$ cat config.mk
export PLATFORM = sky130hd
export DESIGN_NAME = spi_target_shift
export DESIGN_NICKNAME = d
export VERILOG_FILES = /design/src/rtl/spi_target_shift_pkg.sv /design/src/rtl/spi_target_shift_sync_edge.sv /design/src/rtl/spi_target_shift.sv
export SDC_FILE = /design/constraint.sdc
export NUM_CORES = 1
export LEC_CHECK = 0
export ABC_AREA = 1
export BUFFER_PORTS_ARGS = -buffer_cell sky130_fd_sc_hd__buf_2
export CORE_ASPECT_RATIO = 0.75
export CORE_MARGIN = 8
export CORE_UTILIZATION = 38
export CTS_CLUSTER_SIZE = 20
export DETAILED_ROUTE_END_ITERATION = 6
export HOLD_SLACK_MARGIN = 0.12
export SLEW_MARGIN = 40
export SYNTH_ARGS = -nofsm -noshare
export SYNTH_HDL_FRONTEND = slang
export SYNTH_HIERARCHICAL = 1
export SYNTH_SLANG_ARGS = --single-unit
$ cat constraint.sdc
create_clock -name clk -period 5.8 [get_ports clk]
set_clock_uncertainty 0.2 [all_clocks]
set_input_delay 0 -clock clk [delete_from_list [all_inputs] [get_ports clk]]
set_output_delay 0 -clock clk [all_outputs]
set_load 0.03 [all_outputs]
$ cat src/rtl/spi_target_shift_pkg.sv
// Shared constants, state type and bit-position helpers for the SPI target shift engine.
package spi_target_shift_pkg;

    localparam int unsigned MAX_CHAR      = 32;
    localparam int unsigned CHAR_LEN_BITS = 5;

    typedef enum logic {
        IDLE   = 1'b0,
        ACTIVE = 1'b1
    } state_t;

    // Number of bits in a character; len=0 encodes the full MAX_CHAR width.
    function automatic logic [CHAR_LEN_BITS:0] char_count(
        input logic [CHAR_LEN_BITS-1:0] len
    );
        return (len == '0) ? (CHAR_LEN_BITS+1)'(MAX_CHAR)
                           : {1'b0, len} + (CHAR_LEN_BITS+1)'(1);
    endfunction

    // Register index of the bit handled while cnt bits remain in the character.
    // MSB-first walks down from len to 0, LSB-first walks up from 0 to len.
    function automatic logic [CHAR_LEN_BITS-1:0] bit_pos(
        input logic [CHAR_LEN_BITS-1:0] len,
        input logic                     lsb,
        input logic [CHAR_LEN_BITS:0]   cnt
    );
        return lsb ? CHAR_LEN_BITS'(char_count(len) - cnt)
                   : CHAR_LEN_BITS'(cnt - (CHAR_LEN_BITS+1)'(1));
    endfunction

endpackage

$ cat src/rtl/spi_target_shift_sync_edge.sv
// Two-flop synchroniser with a history flop, producing single-clk rise/fall pulses.
module spi_sync_edge #(
    parameter logic RESET_VAL = 1'b0
) (
    input  logic clk_i,
    input  logic rst_i,
    input  logic d_i,
    output logic rise_o,
    output logic fall_o
);

    logic s1_q;
    logic s2_q;
    logic hist_q;

    // Bring the pin into the clk domain and keep one cycle of history
    always_ff @(posedge clk_i or posedge rst_i) begin
        if (rst_i) begin
            s1_q   <= RESET_VAL;
            s2_q   <= RESET_VAL;
            hist_q <= RESET_VAL;
        end else begin
            s1_q   <= d_i;
            s2_q   <= s1_q;
            hist_q <= s2_q;
        end
    end

    assign rise_o = s2_q & ~hist_q;
    assign fall_o = ~s2_q & hist_q;

endmodule

$ cat src/rtl/spi_target_shift.sv
// SPI target-side shift engine: deserialises MOSI, serialises a preloaded word on MISO.
module spi_target_shift #(
    parameter int unsigned MAX_CHAR      = spi_target_shift_pkg::MAX_CHAR,
    parameter int unsigned CHAR_LEN_BITS = spi_target_shift_pkg::CHAR_LEN_BITS
) (
    input  logic                     clk,
    input  logic                     rst,
    input  logic [CHAR_LEN_BITS-1:0] len,
    input  logic                     lsb,
    input  logic                     rx_negedge,
    input  logic                     tx_negedge,
    input  logic [MAX_CHAR-1:0]      tx_data,
    input  logic                     tx_valid,
    output logic                     tx_ready,
    output logic [MAX_CHAR-1:0]      rx_data,
    output logic                     rx_valid,
    output logic                     busy,
    output logic                     underrun,
    output logic                     abort,
    input  logic                     sclk,
    input  logic                     cs_n,
    input  logic                     mosi,
    output logic                     miso,
    output logic                     miso_oe
);

    import spi_target_shift_pkg::*;

    logic sclk_rise, sclk_fall, cs_rise, cs_fall;
    logic mosi_s1_q, mosi_s2_q;

    state_t                   state_q, state_d;
    logic [CHAR_LEN_BITS:0]   cnt_q, cnt_d;
    logic [MAX_CHAR-1:0]      tx_q, tx_d;
    logic [MAX_CHAR-1:0]      rx_q, rx_d;
    logic [MAX_CHAR-1:0]      rx_data_q, rx_data_d;
    logic                     tx_loaded_q, tx_loaded_d;
    logic                     done_q, done_d;
    logic                     und_pend_q, und_pend_d;
    logic                     drv_q, drv_d;
    logic [CHAR_LEN_BITS-1:0] len_q, len_d;
    logic                     lsb_q, lsb_d;
    logic                     rxneg_q, rxneg_d;
    logic                     txneg_q, txneg_d;
    logic                     miso_q, miso_d;
    logic                     rx_valid_q, rx_valid_d;
    logic                     tx_ready_q, tx_ready_d;
    logic                     underrun_q, underrun_d;
    logic                     abort_q, abort_d;

    logic [CHAR_LEN_BITS:0]   chars_in, chars_q;
    logic                     sample_ev, drive_ev;

    spi_sync_edge #(.RESET_VAL(1'b0)) u_sclk_sync (
        .clk_i  (clk),
        .rst_i  (rst),
        .d_i    (sclk),
        .rise_o (sclk_rise),
        .fall_o (sclk_fall)
    );

    spi_sync_edge #(.RESET_VAL(1'b1)) u_cs_sync (
        .clk_i  (clk),
        .rst_i  (rst),
        .d_i    (cs_n),
        .rise_o (cs_rise),
        .fall_o (cs_fall)
    );

    // MOSI only needs the level, aligned with the SCLK edge pulses
    always_ff @(posedge clk or posedge rst) begin
        if (rst) begin
            mosi_s1_q <= 1'b0;
            mosi_s2_q <= 1'b0;
        end else begin
            mosi_s1_q <= mosi;
            mosi_s2_q <= mosi_s1_q;
        end
    end

    assign chars_in  = char_count(len);
    assign chars_q   = char_count(len_q);
    assign sample_ev = rxneg_q ? sclk_fall : sclk_rise;
    assign drive_ev  = txneg_q ? sclk_fall : sclk_rise;

    // Next-state logic: completion, then sample, then drive, then CS_n release
    always_comb begin
        state_d     = state_q;
        cnt_d       = cnt_q;
        tx_d        = tx_q;
        rx_d        = rx_q;
        rx_data_d   = rx_data_q;
        tx_loaded_d = tx_loaded_q;
        done_d      = 1'b0;
        und_pend_d  = und_pend_q;
        drv_d       = drv_q;
        len_d       = len_q;
        lsb_d       = lsb_q;
        rxneg_d     = rxneg_q;
        txneg_d     = txneg_q;
        miso_d      = miso_q;
        rx_valid_d  = 1'b0;
        tx_ready_d  = 1'b0;
        underrun_d  = 1'b0;
        abort_d     = 1'b0;

        // Publish the character whose last bit was sampled on the previous clk;
        // this also runs in IDLE when CS_n rose together with that last sample.
        if (done_q) begin
            rx_data_d  = rx_q;
            rx_valid_d = 1'b1;
            rx_d       = '0;
            drv_d      = 1'b0;
            cnt_d      = (state_q == ACTIVE) ? chars_q : '0;
            if (tx_valid) begin
                tx_d        = tx_data;
                tx_loaded_d = 1'b1;
                tx_ready_d  = 1'b1;
                und_pend_d  = 1'b0;
            end else begin
                tx_d        = '0;
                tx_loaded_d = 1'b0;
                und_pend_d  = (state_q == ACTIVE);
            end
        end

        if (state_q == IDLE) begin
            len_d   = len;
            lsb_d   = lsb;
            rxneg_d = rx_negedge;
            txneg_d = tx_negedge;
            if (cs_fall) begin
                state_d    = ACTIVE;
                cnt_d      = chars_in;
                rx_d       = '0;
                und_pend_d = 1'b0;
                if (tx_loaded_d) begin
                    miso_d = tx_d[bit_pos(len, lsb, chars_in)];
                    drv_d  = 1'b1;
                end else begin
                    tx_d       = '0;
                    miso_d     = 1'b0;
                    underrun_d = 1'b1;
                end
            end else if (!done_q && !tx_loaded_q && tx_valid) begin
                tx_d        = tx_data;
                tx_loaded_d = 1'b1;
                tx_ready_d  = 1'b1;
            end
        end else begin
            if (sample_ev && cnt_d != '0) begin
                rx_d[bit_pos(len_q, lsb_q, cnt_d)] = mosi_s2_q;
                cnt_d = cnt_d - (CHAR_LEN_BITS+1)'(1);
                if (cnt_d == '0) begin
                    done_d = 1'b1;
                end
            end
            // With equal edge polarities no separate drive edge precedes the next
            // sample, so the next character's first bit goes out on completion.
            if ((drive_ev || (done_q && rxneg_q == txneg_q)) && cnt_d != '0) begin
                miso_d = tx_d[bit_pos(len_q, lsb_q, cnt_d)];
                if (und_pend_d) begin
                    underrun_d = 1'b1;
                    und_pend_d = 1'b0;
                end else if (tx_loaded_d) begin
                    drv_d = 1'b1;
                end
            end
            if (cs_rise) begin
                state_d    = IDLE;
                miso_d     = 1'b0;
                und_pend_d = 1'b0;
                if (cnt_d != chars_q && cnt_d != '0) begin
                    abort_d = 1'b1;
                end
                if (!done_d) begin
                    rx_d = '0;
                end
                if (drv_d) begin
                    tx_loaded_d = 1'b0;
                end
                drv_d = 1'b0;
                cnt_d = '0;
            end
        end
    end

    // State and output registers
    always_ff @(posedge clk or posedge rst) begin
        if (rst) begin
            state_q     <= IDLE;
            cnt_q       <= '0;
            tx_q        <= '0;
            rx_q        <= '0;
            rx_data_q   <= '0;
            tx_loaded_q <= 1'b0;
            done_q      <= 1'b0;
            und_pend_q  <= 1'b0;
            drv_q       <= 1'b0;
            len_q       <= '0;
            lsb_q       <= 1'b0;
            rxneg_q     <= 1'b0;
            txneg_q     <= 1'b0;
            miso_q      <= 1'b0;
            rx_valid_q  <= 1'b0;
            tx_ready_q  <= 1'b0;
            underrun_q  <= 1'b0;
            abort_q     <= 1'b0;
        end else begin
            state_q     <= state_d;
            cnt_q       <= cnt_d;
            tx_q        <= tx_d;
            rx_q        <= rx_d;
            rx_data_q   <= rx_data_d;
            tx_loaded_q <= tx_loaded_d;
            done_q      <= done_d;
            und_pend_q  <= und_pend_d;
            drv_q       <= drv_d;
            len_q       <= len_d;
            lsb_q       <= lsb_d;
            rxneg_q     <= rxneg_d;
            txneg_q     <= txneg_d;
            miso_q      <= miso_d;
            rx_valid_q  <= rx_valid_d;
            tx_ready_q  <= tx_ready_d;
            underrun_q  <= underrun_d;
            abort_q     <= abort_d;
        end
    end

    assign busy     = (state_q == ACTIVE);
    assign miso_oe  = busy;
    assign miso     = miso_q;
    assign rx_data  = rx_data_q;
    assign rx_valid = rx_valid_q;
    assign tx_ready = tx_ready_q;
    assign underrun = underrun_q;
    assign abort    = abort_q;

endmodule

Yosys cells after proc, flatten, opt, wreduce, memory -nomap -nowiden:

Index checks and enable logic that the tools add are counted.
Widths: inputs -> output; s select.

* flip-flop bits (word level): 128

* add/subtract/negate cells: 8
* magnitude comparators: 4
* equality and inequality tests: 3
* mux-type cells: 79
* bitwise gates (word level): 8
* reductions and logical operators: 17

Operator list (count)
* $mux 32: 12
* $mux 6: 9
* $mux 1: 51
* $bwmux 32: 1
* $lt 5x6->1 const B: 3
* $mux 5: 3
* $sub 5x5->5: 3
* $add 5x1->6 const B: 2
* $reduce_bool 6->1: 2
* $bmux 1 s5: 2
* $logic_not 5->1: 2
* $sub 5x1->5 const B: 2
* $logic_and 1x1->1: 7
* $logic_not 6->1: 1
* $ne 6x6->1: 1
* $sub 6x1->6 const B: 1
* $demux 1 s5: 1
* $ge 5x1->1 const B: 1
* $and 1x1->1: 4
* $not 1->1: 4
* $ne 3x2->1 const B: 1
* $logic_not 1->1: 2
* $reduce_and 2->1: 1
* $reduce_bool 2->1: 1
* other kinds (2): 2

Longest topological paths before layout:

* depth in word-level cells: 15
* depth in mapped cells: 30
* depth with buffers taken out: 30

Hierarchy:

Netlist, hierarchy kept.

Modules (own cells, without submodules)
* spi_target_shift: instances 1, cells each 1113, area each 7751.2 sq um, sequential area each 3052.9 sq um
* spi_sync_edge (u_cs_sync): instances 1, cells each 8, area each 97.6 sq um, sequential area each 78.8 sq um
* spi_sync_edge (u_sclk_sync): instances 1, cells each 8, area each 93.8 sq um, sequential area each 75.1 sq um

Worst setup path before layout:

Ideal clock, no wire load.

* path type: register -> register
* from: reg len_q[0]
* to: reg miso_q (netlist: miso)
* data arrival time: 3.867 ns
* path slack: 1.656 ns
* stages on the path, launching flop included: 31
* path buffers: 0
* clock period less this slack: 4.144 ns
* path through: dfrtp_1 inv_1 ha_1 inv_1 nor2_1 nand2_2 nand3_1 nand2_1 inv_1 ha_1 nand3_1 nor2_2 nand2_4 nand2_4 nand2_1 nand2_1 inv_1 ha_1 fa_1 or2_2 o21ai_1 inv_1 nand3_1 nand2_1 nand2_1 nand2_1 nand2_1 nand2_1 nand2_1 nand3_1 a21oi_1

* word-level cells in the longest chain between the ends: 15
* elaborated cells between the ends (all ways): 22

RTL lines
* start: declaration: line spi_target_shift.sv:41 `logic [CHAR_LEN_BITS-1:0] len_q, len_d;`
* start signal: assignment: line spi_target_shift.sv:219 `len_q <= len_d;`
* $add 5x1->6 / $logic_not 5->1 (equally long branches): line spi_target_shift_pkg.sv:17, spi_target_shift_pkg.sv:16
* $mux 6 *: line spi_target_shift_pkg.sv:16 `return (len == '0) ? (CHAR_LEN_BITS+1)'(MAX_CHAR)`
* branches (longest 13 deep; another with $sub 6x1->6)
* end signal: assignment: line spi_target_shift.sv:223 `miso_q <= miso_d;`
* end: declaration: line spi_target_shift.sv:45 `logic miso_q, miso_d;`

Mark *: on every way between the ends. The select of a mux whose other input is x is not followed.
A chain may end at the register's enable or synchronous reset.

Worst setup path in the final report:

Same ends and word-level chain as after synthesis.

==> results.cfg <==
[synthesis]
synth-async-reset-ratio_pct = 100
yosysWarnings = 6
synth.distinct_cells = 45
synth.avg_cell_area_um2 = 7.04
synth_edf_count = 0
yosysSeqAreaShare_pct = 40.4
synth_top_flop_cell = dfrtp_1
synthCells = 1129
synth-seq-cells = 128
syn_nets = 1192
synth_area_um2 = 7940

[detailed_routing]
ant_nets = 0
drt-vias-per-instance = 5.10
first_pass_iters = 5
num_vias = 7816
drc = 0
wl_per_cell_um = 14.8
drt_iter0_drc = 735
wl_um = 22800

[floorplan]
rows = 45
ios = 85
die_area_um2 = 25800
die_h_um = 141
initial_core_util_pct = 39.0
coreArea_um2 = 20400
die_w_um = 183

[sta]
period_share_pct = 84.9
tns_ns = 0
tightestPinTransition_ns = 0.739
fin_crit_ns = 4.93
layout_setup_ws_ns = 0.875
fmaxAchievable_ghz = 0.203
hold_violations = 0
rsz0062_at_grt = no
drv_slew = 0
slew_headroom_pct = 50.6
worst_hold_slack_ns = 0.137
finalSetupViolCount = 0

[setup_path]
max_stage_delay_ns = 0.45
critPathLaunchType = flip-flop
cp_max_fo = 9
cp_num_buf_inv = 5
reg2regPathDepth = 30
crit_top_cell = nand2_1
crit-reg2reg-capture = miso$_DFFE_PP0P_
cp_slowest_cell = dfrtp_1
crit_path_start = len_q[0]$_DFFE_PP0N_
critical_path_class = flip-flop to flip-flop
ff2ff_setup_slack_ns = 0.87
cp.required_ns = 5.95
reg2reg_from = len_q[0]$_DFFE_PP0N_
path_depth = 30
critPathCapture = miso$_DFFE_PP0P_
path_delay_family = simple AND/OR/NAND/NOR gates
critPathArrivalTime_ns = 5.07
endpoint_kind = flip-flop

[power_and_ir_drop]
p_leak_nw = 5.19
vdd_drop_max_mv = 0.232
powerDensity_nw_per_um2 = 461

[flow_run]
maxCapViolations = 0

[cts]
clk_latency_ns = 0.43
clockBufferDepth = 2
cts_max_level = 4
cts.repair.resized = 0
cts_tree = done
cts_hold_buf = 50
cts_root_buf = clkbuf_16
cts_made_buffers = 17
clk_pin_slew_ns = 0.06
clock-sinks = 128
postCtsSetupRepairBufs = 0

[placement]
placed_cells = 1451
dpl-instance-area_um2 = 8590
gp_congestion = 0.889
dpl_worst_slack_ns = 0.946
portBuffers = 84
hpwl_um = 15500

[status]
status = completed

[layout]
fin_nets = 1301
antenna_cells = 0
stdcell_area_um2 = 9740
instances_no_fill = 1533
syn_to_final_growth_pct = 22.6
drive_above_1_share_pct = 14.0

[worst_hold_path]
hold_path_class = primary input to flip-flop
holdCritStartpoint = rx_negedge

[global_routing]
grt_max_degree = 68
antenna_found_initial = 0
track_usage_pct = 17.9
grt_pass1_wl_um = 37800
grt_overflow_total = 0
grt_pass1_vias = 7227
area by class of cell:
class | instances | area, um^2
inverter | 162 | 614
fill | 2068 | 10600
tap | 282 | 353
sequential | 128 | 3210
clock inverter | 15 | 221
clock buffer | 17 | 425
timing repair buffer | 144 | 1000
multi-input combinational | 785 | 3920
sequential cells by signal (all words and copies together) (netlist names), 5 cells and up:
signal	cells
cnt_q	6
len_q	5
rx_data	32
rx_q	32
tx_q	32
layout by cell type, fill, tap and decap left out, drive strengths merged, types with 2 or more instances in the layout:
| cell type | count |
|---|---|
| o31ai | 2 |
| dfstp | 3 |
| o21ai | 129 |
| o211ai | 6 |
| bufinv | 4 |
| xnor2 | 3 |
| inv | 168 |
| nand3 | 65 |
| xor2 | 9 |
| buf | 94 |
| dfrtp | 125 |
| a21oi | 44 |
| clkbuf | 17 |
| ha | 15 |
| or2 | 3 |
| nor3 | 8 |
| o221ai | 6 |
| o22ai | 72 |
| nor2 | 41 |
| dlygate4sd3 | 50 |
| nand2 | 363 |
| fa | 2 |
| nand4 | 7 |
| clkinv | 5 |
synth_stat cells (2+ instances only):
| library cell | instances | area [um^2] |
|---|---|---|
| or2_2 | 3 | 18.8 |
| nor2_4 | 3 | 33.8 |
| xnor2_1 | 3 | 26.3 |
| nand3_1 | 63 | 315 |
| buf_4 | 3 | 22.5 |
| o22ai_1 | 72 | 450 |
| buf_1 | 2 | 7.51 |
| a21oi_1 | 44 | 220 |
| nor3_2 | 3 | 30.0 |
| inv_2 | 6 | 22.5 |
| nand4_1 | 7 | 43.8 |
| nand2_4 | 2 | 22.5 |
| clkbuf_1 | 45 | 169 |
| nand2_2 | 9 | 56.3 |
| o31ai_1 | 2 | 15.0 |
| o211ai_1 | 6 | 45.0 |
| nor2_2 | 5 | 31.3 |
| inv_1 | 155 | 582 |
| dfrtp_1 | 125 | 3130 |
| dfstp_2 | 3 | 78.8 |
| nand2_1 | 352 | 1320 |
| ha_1 | 15 | 188 |
| nor3_1 | 5 | 25.0 |
| buf_2 | 3 | 15.0 |
| o21ai_2 | 3 | 26.3 |
| o21ai_1 | 14 | 70.1 |
| o21ai_0 | 111 | 556 |
| nand3_2 | 2 | 20.0 |
| fa_1 | 2 | 40.0 |
| xor2_1 | 9 | 78.8 |
| nor2_1 | 33 | 124 |
| o221ai_1 | 6 | 52.6 |
layer usage:
| layer | wire, um | share of wire [%] | vias up | global-route usage, % |
|---|---|---|---|---|
| met5 | 0 | 0 | - | 0 |
| met4 | 223 | 0.98 | 0 | 4.95 |
| met3 | 1640 | 7.2 | 20 | 3.90 |
| met2 | 9310 | 41 | 253 | 24.8 |
| met1 | 11600 | 51 | 3645 | 27.0 |
| li1 | - | - | 3898 | - |
worst min-delay path by stage:
stage                                         to  cells after the start
floorplan           u_sclk_sync/hist_q$_DFF_PP0_                      1
global placement      u_sclk_sync/s1_q$_DFF_PP0_                      2
detailed placement    u_sclk_sync/s1_q$_DFF_PP0_                      2
CTS                          txneg_q$_DFFE_PP0N_                      4
global route                 rxneg_q$_DFFE_PP0N_                      4
finish                       rxneg_q$_DFFE_PP0N_                      4
worst register-to-register path, delay by kind of cell (launching register included):
family | cells | cell delay (ns)
buffers and inverters | 5 | 0.75
AO/OA/AOI/OAI | 2 | 0.52
adder cells (fa/ha/maj) | 4 | 0.96
AND/OR/NAND/NOR | 19 | 1.94
flip-flops | 1 | 0.45
power breakdown:
| part | switching [mW] | internal, mW |
|---|---|---|
| Combinational | 1.43 | 0.723 |
| Sequential | 0.0820 | 1.07 |
| Clock | 0.457 | 0.735 |
| Total | 1.97 | 2.53 |
per-stage QoR:
| step | utilization, % | total power [mW] |
|---|---|---|
| after floorplan | - | 2.81 |
| after global placement | 42.1 | 3.25 |
| after detailed placement | 42.1 | 3.27 |
| after CTS | 47.8 | 4.50 |
| after global routing | 47.8 | 4.89 |
| final | 47.8 | 4.50 |
cell families after synthesis:
kind of cell               Yosys count  share of synthesized area (%)
adders and majority gates           17                           2.87
muxes                                1                          0.126
buffers and inverters              216                           10.5
AOI/OAI and AO/OA                  265                           18.9
DFF                                128                           40.4
xor gates and xnor gates            12                           1.32
and+or+nand+nor                    490                           26.0
No activity file was read; power rests on OpenSTA's default activity.
